===== config.mk =====
export PLATFORM = sky130hd
export DESIGN_NAME = fp2int
export DESIGN_NICKNAME = d
export VERILOG_FILES = /design/src/rtl/fp_pkg.sv /design/src/rtl/fp_align.sv /design/src/rtl/fp2int.sv
export SDC_FILE = /design/constraint.sdc
export NUM_CORES = 1
export LEC_CHECK = 0
export CAP_MARGIN = 30
export CORE_MARGIN = 2
export CORE_UTILIZATION = 34
export DETAILED_ROUTE_END_ITERATION = 10
export GPL_TIMING_DRIVEN = 0
export PLACE_DENSITY_LB_ADDON = 0.1
export SETUP_SLACK_MARGIN = 0.4
export SLEW_MARGIN = 5
export SYNTH_ARGS = -nofsm -noshare
export SYNTH_HDL_FRONTEND = slang
export SYNTH_HIERARCHICAL = 1
export SYNTH_SLANG_ARGS = --single-unit

===== constraint.sdc =====
create_clock -name clock -period 2.39 [get_ports clock]
set_input_delay 0.3585 -clock clock [delete_from_list [all_inputs] [get_ports clock]]
set_output_delay 0.3585 -clock clock [all_outputs]
set_load 0.02 [all_outputs]

===== src/rtl/fp_pkg.sv =====
// Shared constants and operand classification for the bfloat16-to-integer converter.
package fp_pkg;

    localparam int EXP_W = 8;
    localparam int MAN_W = 7;
    localparam int BIAS  = 127;

    typedef enum logic [1:0] {
        ZERO = 2'd0,
        NORM = 2'd1,
        INF  = 2'd2,
        NAN  = 2'd3
    } fp_class_t;

endpackage


===== src/rtl/fp_align.sv =====
// Bidirectional alignment of the {1,mantissa} significand to an integer magnitude.
// Produces a W+1 bit integer part plus guard (first dropped bit) and sticky (OR of the rest).
// 'big' flags exponents whose magnitude cannot fit W bits, so saturation is certain.
module fp_align #(
    parameter int W = 16
) (
    input  logic               [7:0] sig,
    input  logic signed        [9:0] e,
    output logic               [W:0] mag,
    output logic                     guard,
    output logic                     sticky,
    output logic                     big
);

    int          w_e_i;
    logic [2:0]  w_sh;
    logic [15:0] w_tmp;

    // Shift left for e >= 7, right for 0 <= e < 7, fraction-only below that
    always_comb begin
        w_e_i  = int'(e);
        w_sh   = 3'd0;
        w_tmp  = 16'd0;
        mag    = '0;
        guard  = 1'b0;
        sticky = 1'b0;
        big    = 1'b0;
        if (w_e_i >= W) begin
            big = 1'b1;
        end else if (w_e_i >= 7) begin
            mag = (W+1)'(sig) << (w_e_i - 7);
        end else if (w_e_i >= 0) begin
            w_sh   = 3'(7 - w_e_i);
            w_tmp  = {sig, 8'd0} >> w_sh;
            mag    = (W+1)'(w_tmp[15:8]);
            guard  = w_tmp[7];
            sticky = |w_tmp[6:0];
        end else if (w_e_i == -1) begin
            // value in [0.5,1): the hidden one is the guard bit
            guard  = 1'b1;
            sticky = |sig[6:0];
        end else begin
            // value in (0,0.5): nonzero, never reaches the guard position
            sticky = 1'b1;
        end
    end

endmodule


===== src/rtl/fp2int.sv =====
// bfloat16-style float to signed W-bit integer, two-stage valid/ready pipeline.
// Stage 1 classifies and aligns; stage 2 rounds, negates and saturates.
// Build option: FP2INT_ROUND_NEAREST_EN selects round-half-to-even; otherwise truncate toward zero.
module fp2int
    import fp_pkg::*;
#(
    parameter int N = 16,
    parameter int W = 16
) (
    input  logic         clock,
    input  logic         nreset,
    input  logic         in_valid,
    output logic         in_ready,
    input  logic [N-1:0] a,
    output logic         out_valid,
    input  logic         out_ready,
    output logic [W-1:0] result,
    output logic         invalid,
    output logic         overflow,
    output logic         inexact
);

    logic              w_en;
    logic [EXP_W-1:0]  w_exp;
    logic [MAN_W-1:0]  w_man;
    fp_class_t         w_cls;
    logic signed [9:0] w_e;
    logic [W:0]        w_mag;
    logic              w_guard, w_sticky, w_big;

    logic              r_s1_vld;
    fp_class_t         r_s1_cls;
    logic              r_s1_sign;
    logic [W:0]        r_s1_mag;
    logic              r_s1_guard, r_s1_sticky, r_s1_big, r_s1_mnz;

    logic              w_inc;
    logic [W:0]        w_rmag;
    logic              w_sat;
    logic [W-1:0]      w_satval;
    logic [W-1:0]      w_res;
    logic              w_inv, w_ovf, w_inx;

    // Whole pipeline moves unless the output is held by the consumer
    assign w_en     = ~out_valid | out_ready;
    assign in_ready = w_en;

    assign w_exp = a[14:7];
    assign w_man = a[6:0];
    assign w_e   = signed'(10'({2'b00, w_exp}) - 10'(BIAS));

    // Operand class from the exponent/mantissa encodings
    always_comb begin
        if (w_exp == '0)
            w_cls = ZERO;
        else if (w_exp == '1)
            w_cls = (w_man == '0) ? INF : NAN;
        else
            w_cls = NORM;
    end

    fp_align #(.W(W)) u_align (
        .sig    ({1'b1, w_man}),
        .e      (w_e),
        .mag    (w_mag),
        .guard  (w_guard),
        .sticky (w_sticky),
        .big    (w_big)
    );

    // Stage 1 register: class, sign and aligned magnitude
    always_ff @(posedge clock or negedge nreset) begin
        if (!nreset) begin
            r_s1_vld    <= 1'b0;
            r_s1_cls    <= ZERO;
            r_s1_sign   <= 1'b0;
            r_s1_mag    <= '0;
            r_s1_guard  <= 1'b0;
            r_s1_sticky <= 1'b0;
            r_s1_big    <= 1'b0;
            r_s1_mnz    <= 1'b0;
        end else if (w_en) begin
            r_s1_vld    <= in_valid;
            r_s1_cls    <= w_cls;
            r_s1_sign   <= a[N-1];
            r_s1_mag    <= w_mag;
            r_s1_guard  <= w_guard;
            r_s1_sticky <= w_sticky;
            r_s1_big    <= w_big;
            r_s1_mnz    <= |w_man;
        end
    end

`ifdef FP2INT_ROUND_NEAREST_EN
    assign w_inc = r_s1_guard & (r_s1_sticky | r_s1_mag[0]);
`else
    assign w_inc = 1'b0;
`endif

    // Magnitude stays below 2^W before rounding, so W+1 bits hold the carry
    assign w_rmag = r_s1_mag + {{W{1'b0}}, w_inc};

    // Positive limit 2^(W-1)-1; negative limit 2^(W-1) is still representable
    assign w_sat = r_s1_big | w_rmag[W] |
                   (r_s1_sign ? (w_rmag[W-1] & |w_rmag[W-2:0]) : w_rmag[W-1]);
    assign w_satval = r_s1_sign ? {1'b1, {(W-1){1'b0}}} : {1'b0, {(W-1){1'b1}}};

    // Stage 2 result and flags per operand class
    always_comb begin
        w_res = '0;
        w_inv = 1'b0;
        w_ovf = 1'b0;
        w_inx = 1'b0;
        case (r_s1_cls)
            ZERO: w_inx = r_s1_mnz;
            NAN:  w_inv = 1'b1;
            INF: begin
                w_res = w_satval;
                w_ovf = 1'b1;
            end
            default: begin
                if (w_sat) begin
                    w_res = w_satval;
                    w_ovf = 1'b1;
                end else begin
                    w_res = r_s1_sign ? -w_rmag[W-1:0] : w_rmag[W-1:0];
                    w_inx = r_s1_guard | r_s1_sticky;
                end
            end
        endcase
    end

    // Output register: held while the consumer stalls
    always_ff @(posedge clock or negedge nreset) begin
        if (!nreset) begin
            out_valid <= 1'b0;
            result    <= '0;
            invalid   <= 1'b0;
            overflow  <= 1'b0;
            inexact   <= 1'b0;
        end else if (w_en) begin
            out_valid <= r_s1_vld;
            if (r_s1_vld) begin
                result   <= w_res;
                invalid  <= w_inv;
                overflow <= w_ovf;
                inexact  <= w_inx;
            end
        end
    end

endmodule


== Word level (Yosys, flattened, before mapping) ==
Index checks and enable logic that the tools add are counted.

* Register bits after elaboration: 45
* Bits of input ports: 20
* Output and inout port bits: 21
* Logic and storage cells: 66

* Add/subtract/negate cells: 4
* Magnitude comparators: 3
* Equal/unequal tests: 4
* Shift-type cells: 2
* Mux-type cells: 25
* Bitwise logic cells: 6
* Reductions and logical operators: 9

{| class="wikitable"
|+ Operator list
! kind !! count
|-
| $mux 16 || 3
|-
| $mux 17 || 2
|-
| $pmux 16 s2 || 1
|-
| $shl 8x32->17 || 1
|-
| $neg 16->16 || 1
|-
| $shr 16x3->16 || 1
|-
| $reduce_or 15->1 || 1
|-
| $mux 1 || 14
|-
| $reduce_or 7->1 || 2
|-
| $sub 9x4->10 const B || 1
|-
| $eq 9x1->1 const B || 1
|-
| $ge 9x1->1 const B || 1
|-
| $ge 9x4->1 const B || 1
|-
| $ge 9x6->1 const B || 1
|-
| $sub 8x7->9 const B || 1
|-
| $eq 8x8->1 const B || 1
|-
| $logic_not 8->1 || 1
|-
| $mux 8 || 1
|-
| $logic_not 7->1 || 1
|-
| $eq 2x2->1 const B || 2
|-
| $mux 2 || 2
|-
| $or 1x1->1 || 4
|-
| $pmux 1 s2 || 2
|-
| $reduce_or 2->1 || 2
|-
| other kinds (5) || 5
|}

== Longest topological paths before layout ==
* Depth in word-level cells: 7
* Mapped depth: 14

== Cells and area by module ==
Netlist, hierarchy kept.

{| class="wikitable"
|+ Modules (own cells, without submodules)
! module !! instances !! cells an instance !! area each (um^2) !! seq. area each (um^2)
|-
| fp2int || 1 || 273 || 2516.2 || 1126.1
|-
| fp_align || 1 || 161 || 1166.1 || 0.0
|}

== Worst setup path before layout ==
No wires, ideal clock.

* Kind: input -> register
* Start point: input a[7]
* End point: register r_s1_mag[10]
* Setup time: 0.125 ns
* Data arrival time: 2.703 ns
* Required time: 2.265 ns
* Slack: -0.438 ns
* Cell stages on the path: 12
* Path buffers: 3
* Path through: inv_1 -> ha_1 -> buf_4 -> buf_4 -> inv_1 -> ha_1 -> buf_2 -> and3b_1 -> or4_1 -> o211ai_1 -> a21oi_1 -> mux2_2

* Word-level cells in the longest chain between the ends: 5
* Elaborated cells between the ends (all ways): 7
* Classes of those cells: add/sub (2); order compare (2); shift (1); mux (2)

{| class="wikitable"
|+ RTL lines
! what !! RTL line !! source
|-
| start: declaration || fp2int.sv:14 || <nowiki>input logic [N-1:0] a,</nowiki>
|-
| $sub 8x7->9 (*) || fp2int.sv:50 || <nowiki>assign w_e = signed'(10'({2'b00, w_exp}) - 10'(BIAS));</nowiki>
|-
| named net w_e[1] || fp2int.sv:27 || <nowiki>logic signed [9:0] w_e;</nowiki>
|-
| $sub 9x4->10 || fp_align.sv:31 || <nowiki>mag = (W+1)'(sig) << (w_e_i - 7);</nowiki>
|-
| $shl 8x32->17 || fp_align.sv:31 ||
|-
| $mux 17 || fp_align.sv:30 || <nowiki>end else if (w_e_i >= 7) begin</nowiki>
|-
| $mux 17 (*) || fp_align.sv:28 || <nowiki>if (w_e_i >= W) begin</nowiki>
|-
| named net w_mag[10] || fp2int.sv:28 || <nowiki>logic [W:0] w_mag;</nowiki>
|-
| end signal: assignment || fp2int.sv:86 || <nowiki>r_s1_mag <= w_mag;</nowiki>
|-
| end: declaration || fp2int.sv:34 || <nowiki>logic [W:0] r_s1_mag;</nowiki>
|}

The timed path passes the listed nets; every way through them passes the cells marked *.
A chain may end at the register's enable or synchronous reset.

== Worst setup path after layout ==
* Start point: register r_s1_mag[14]
* End point: register result[5]

* Word-level cells in the longest chain between the ends: 6

{| class="wikitable"
|+ RTL lines
! what !! RTL line !! source
|-
| $reduce_or 15->1 || fp2int.sv:105 || <nowiki>(r_s1_sign ? (w_rmag[W-1] & |w_rmag[W-2:0]) : w_rmag[W-1]);</nowiki>
|-
| $and 1x1->1 || fp2int.sv:105 ||
|-
| $mux 1 || fp2int.sv:105 ||
|-
| $or 1x1->1 || fp2int.sv:104 || <nowiki>assign w_sat = r_s1_big | w_rmag[W] |</nowiki>
|-
| $mux 16 || fp2int.sv:122 || <nowiki>if (w_sat) begin</nowiki>
|-
| $pmux 16 s2 || fp2int.sv:114 || <nowiki>case (r_s1_cls)</nowiki>
|-
| end signal: assignment || fp2int.sv:144 || <nowiki>result <= w_res;</nowiki>
|-
| end: declaration || fp2int.sv:17 || <nowiki>output logic [W-1:0] result,</nowiki>
|}

Every way passes these cells.

==> results <==
- The peak supply drop is ~0.32 mV.
- The share of Yosys cell area claimed by the top area cell type is 0.3058.
- The number of I/O pins is between 40 and 50.
- The gate count after technology mapping is around 430.
- In this run the tightest slew margin relative to its limit is 0.3790.
- The number of pins with negative max-slew slack in the final report is 0.
- The via count of the first global-routing pass is around 3800.
- TritonCTS built the clock tree.
- Grouping stages by cell kind, the critical path spends the most delay in simple AND/OR/NAND/NOR gates.
- The startpoint of the worst register-to-register path is r_s1_mag[14]$_DFFE_PN0N_.
- The post-synthesis cell type with the largest combined area is dfrtp_1.
- The pin slew with the least headroom to its limit is approximately 0.9 ns.
- The first-pass GRT wire length is 19460 µm.
- The total via count in the routed design is about 3800.
- Final hold analysis gives a worst-case slack of -0.005556 ns.
- Counting tap cells, the placed design contains a total of 616 instances.
- The placed wire-length estimate after detailed placement is a little over 8000 µm.
- The initial utilization of the core area, before any placement, comes to 0.3535.
- The clock tree root buffer cell is clkbuf_8.
- The critical path depth is 7.
- Yosys attributes the largest share of cell area to dfrtp_1 31%, mux2_2 7.6%, mux2i_1 4.9%.
- The largest driver fanout on the critical path is 5.
- Static timing analysis puts the maximum clock frequency at roughly 410 MHz.
- Relative to the synthesized area, the layout overhead comes to 49.30%.
- The commonest cells after synthesis are 45 x dfrtp_1, 39 x nor2_1, 36 x nand2_1.
- The count of input and output buffers is 40.
- The overall power of the completed layout is between 0.002 and 0.003 W.
- The number of flip-flops under the largest register name is 17.
- The fraction of the yosys area taken by sequential cells is 0.3058.
- The final net count is approximately 560.
- The number of enable flip-flop cells after synthesis is 0.
- The share of synthesized flip-flops with an asynchronous set or reset is 1.000.
- Dividing total power by cell area gives a power density of approximately 540 mW/mm².
- Setup violations remaining at the end of the flow were counted as 5.
- Of the cells placed in the final design, the portion with a size suffix greater than 1 is 0.3978.
- The count of inserted antenna diode cells is 0.
- The critical path launch point is r_s1_mag[14]$_DFFE_PN0N_.
- Setup repair after global routing could not meet its margin everywhere.
- The detail-routed net length per standard cell is between 15 and 20 µm.
- The sum of routed wire length over all layers is between 10000 and 15000 µm.
- For the finished layout, the period the worst path requires is ~2.5 ns.
- The slowest stage of the critical path belongs to the cell or4b_4.
- The die boundary width is 108.1 µm.
- The area of the die is 0.01168 mm².
- Synthesis inferred 45 register bits.
- The residual antenna-violating net count after detailed routing is 0.
- Counting flops per register, the top entry is r_s1_mag.
- The count of standard-cell rows is 37.
- The number of CTS-inserted buffers is 5.
- The type of origin of the critical path is a flip-flop.
- The clock insertion delay at the later pin of the skew report is between 0.3 and 0.4 ns.
- The flip-flop cell with the highest count after synthesis is dfrtp_1.
- For this design the static power due to leakage is roughly 2.2 nW.
- From bottom edge to top edge, the die measures about 110 µm.
- Data on the critical path is required at its endpoint by 2.61 ns.
- The critical path goes through or4b_4, o41a_1, nor3_4, buf_4, buf_6, a21oi_2, nor4_2.
- The number of distinct library cells after synthesis is 63.
- The number of standard cells in the final layout excluding fillers is 674.
- Clock-pin slew was measured on the worst setup and hold paths at around 0.090 ns.
- The worst setup path category is reg -> reg.
- The routed via count divided by cell count is between 5 and 6.
- Averaged over all synthesized cells, the footprint is between 8 and 9 µm².
- The mapped netlist covers 0.003682 mm².
- The total count of hold-check failures in the final report is 7.
- At the end of routability-driven placement, the weighted congestion stood at 0.8925.
- The first detailed-routing pass ran for 5 iterations.
- On the final layout, the worst clock skew is approximately 0.0059 ns.
- Max-cap violations in this run came to 0.
- The largest single stage delay on the critical path is 0.54 ns.
- In this run the standard cell core region covers 0.01042 mm².
- Data on the critical path arrives at its endpoint at approximately 2.7 ns.
- Counting along the longest clock path gives a buffer depth of 2.
- The worst register-to-register path has a depth of 7.
- For this run, design rule violations remaining after detail routing come to 0.
- In the global route stage, overall resource usage came out at 0.2105.
- The final worst-path setup slack is -0.06174 ns.
- The number of clock sinks seen by CTS is 45.
- The post-route core utilization is 0.5278.
- In this run, the number of DRC markers left after iteration 0 of detailed routing was 177.
- The worst setup path is captured at a flip-flop.
- The total congestion overflow is 0.
- The largest registers in the layout are r_s1_mag (17), result (16), r_s1_cls (2).
- The maximum number of pins on one net before global-route repair is 27.
- The number of levels in the clock H-tree is 2.
- The number of antenna violations at the first check in global routing is 0.
- The path class of the tightest hold or removal check is in -> async.
- Together, buffers and inverters on the worst path number 2.
- The final reports fail on negative hold slack, negative setup slack.
- The most used standard cell by instance count after synthesis is dfrtp_1.
- The final clock period utilization by the worst path is 1.026.
- During synthesis, Yosys emitted a total of 6 warnings.
- The run finished, with violations left.
[power breakdown]
part	internal [W]	total [W]	switching, W
sequential	0.000869	0.000932	0.0000627
clock	0.000341	0.000613	0.000272
combinational	0.000660	0.00140	0.000744
[path summary, 6_finish.rpt]
kind	end	slack [ns]
max reg2reg	result[5]$_DFFE_PN0P_	-0.06
max in group asynchronous	r_s1_mag[4]$_DFFE_PN0N_	1.87
max	result[5]$_DFFE_PN0P_	-0.06
min reg2reg	overflow$_DFFE_PN0P_	0.50
min	r_s1_mag[10]$_DFFE_PN0N_	-0.006
min in group clock	r_s1_cls[1]$_DFFE_PN0N_	0.47
[per-stage QoR]
step / setup TNS (ns) / setup WS [ns] / area, µm² / hold WS, ns
final: -0.1729 / -0.06174 / 5498 / -0.005556
after global routing: -1.368 / -0.1257 / 5498 / 0.008767
after CTS: 0 / 0.01604 / 5137 / 0.01116
after detailed placement: -22.92 / -1.102 / 4429 / 0.3497
after global placement: -36.89 / -1.091 / 4408 / 0.4740
after floorplan: -0.9573 / -0.1307 / 3837 / 0.06291
[layout make-up]
type                            count  area, µm²
Tap cell                          136      170.2
Inverter                           12      61.31
Clock inverter                      1      30.03
Clock buffer                        7      86.33
Fill cell                        1004       4918
Buffer                             32      242.7
Timing Repair Buffer               90      823.3
Sequential cell                    45       1132
Multi-Input combinational cell    351       2952
[cell families (layout without fill, tap and decap cells)]
| family | Yosys count | after routing | share of synthesized area |
|---|---|---|---|
| buf+inv | 44 | 142 | 0.05504 |
| other cells | 1 | 6 | 0.001018 |
| simple gates | 183 | 183 | 0.2715 |
| xor+xnor | 13 | 13 | 0.03296 |
| compound gates | 96 | 97 | 0.1702 |
| fa+ha+maj | 6 | 6 | 0.01971 |
| flops | 45 | 45 | 0.3058 |
| mux | 46 | 46 | 0.1437 |
[cell usage in the layout (no fill, tap or decap), types with 5 or more instances in the layout]
master	instances
nor3_1	16
nand3_1	14
o211ai_1	6
nor4_1	10
xor2_1	5
a21oi_1	21
a21oi_2	10
dfrtp_2	5
mux2i_4	6
a31oi_1	6
clkbuf_8	8
mux2_4	12
buf_6	15
o21ai_0	16
buf_2	9
nand2b_1	6
buf_4	43
dfrtp_1	40
nor3_2	5
mux2_2	13
nor4_2	6
mux2i_1	9
nand4_1	5
inv_1	6
o22ai_2	5
clkdlybuf4s50_1	30
nand3_2	5
clkbuf_1	8
conb_1	6
nand2_1	36
clkbuf_2	5
xnor2_1	5
nor2_1	35
[per-layer routing]
metal  up-vias  wire, µm  global-route usage
met4         0       166             0.05769
met2       118      5370              0.3315
met5         -         0                   0
met3        19       527             0.03014
li1       1812         -                   -
met1      1880      5600              0.3020
[timing repair]
| item | CTS | global route |
|---|---|---|
| hold buffers | 0 | 0 |
| setup buffers | 32 | 16 |
| cloned | 2 | 0 |
| resized for setup | 111 | 53 |
| pin swaps | 30 | 26 |
| setup endpoints to repair | 44 | 40 |
[worst register-to-register path: cells and delay by family (launching register included)]
family	cells	cell delay, ns
simple gates	3	1.11
compound gates	2	0.50
flops	1	0.48
buf+inv	2	0.27
Note: power is estimated with default switching activity, not from simulation.
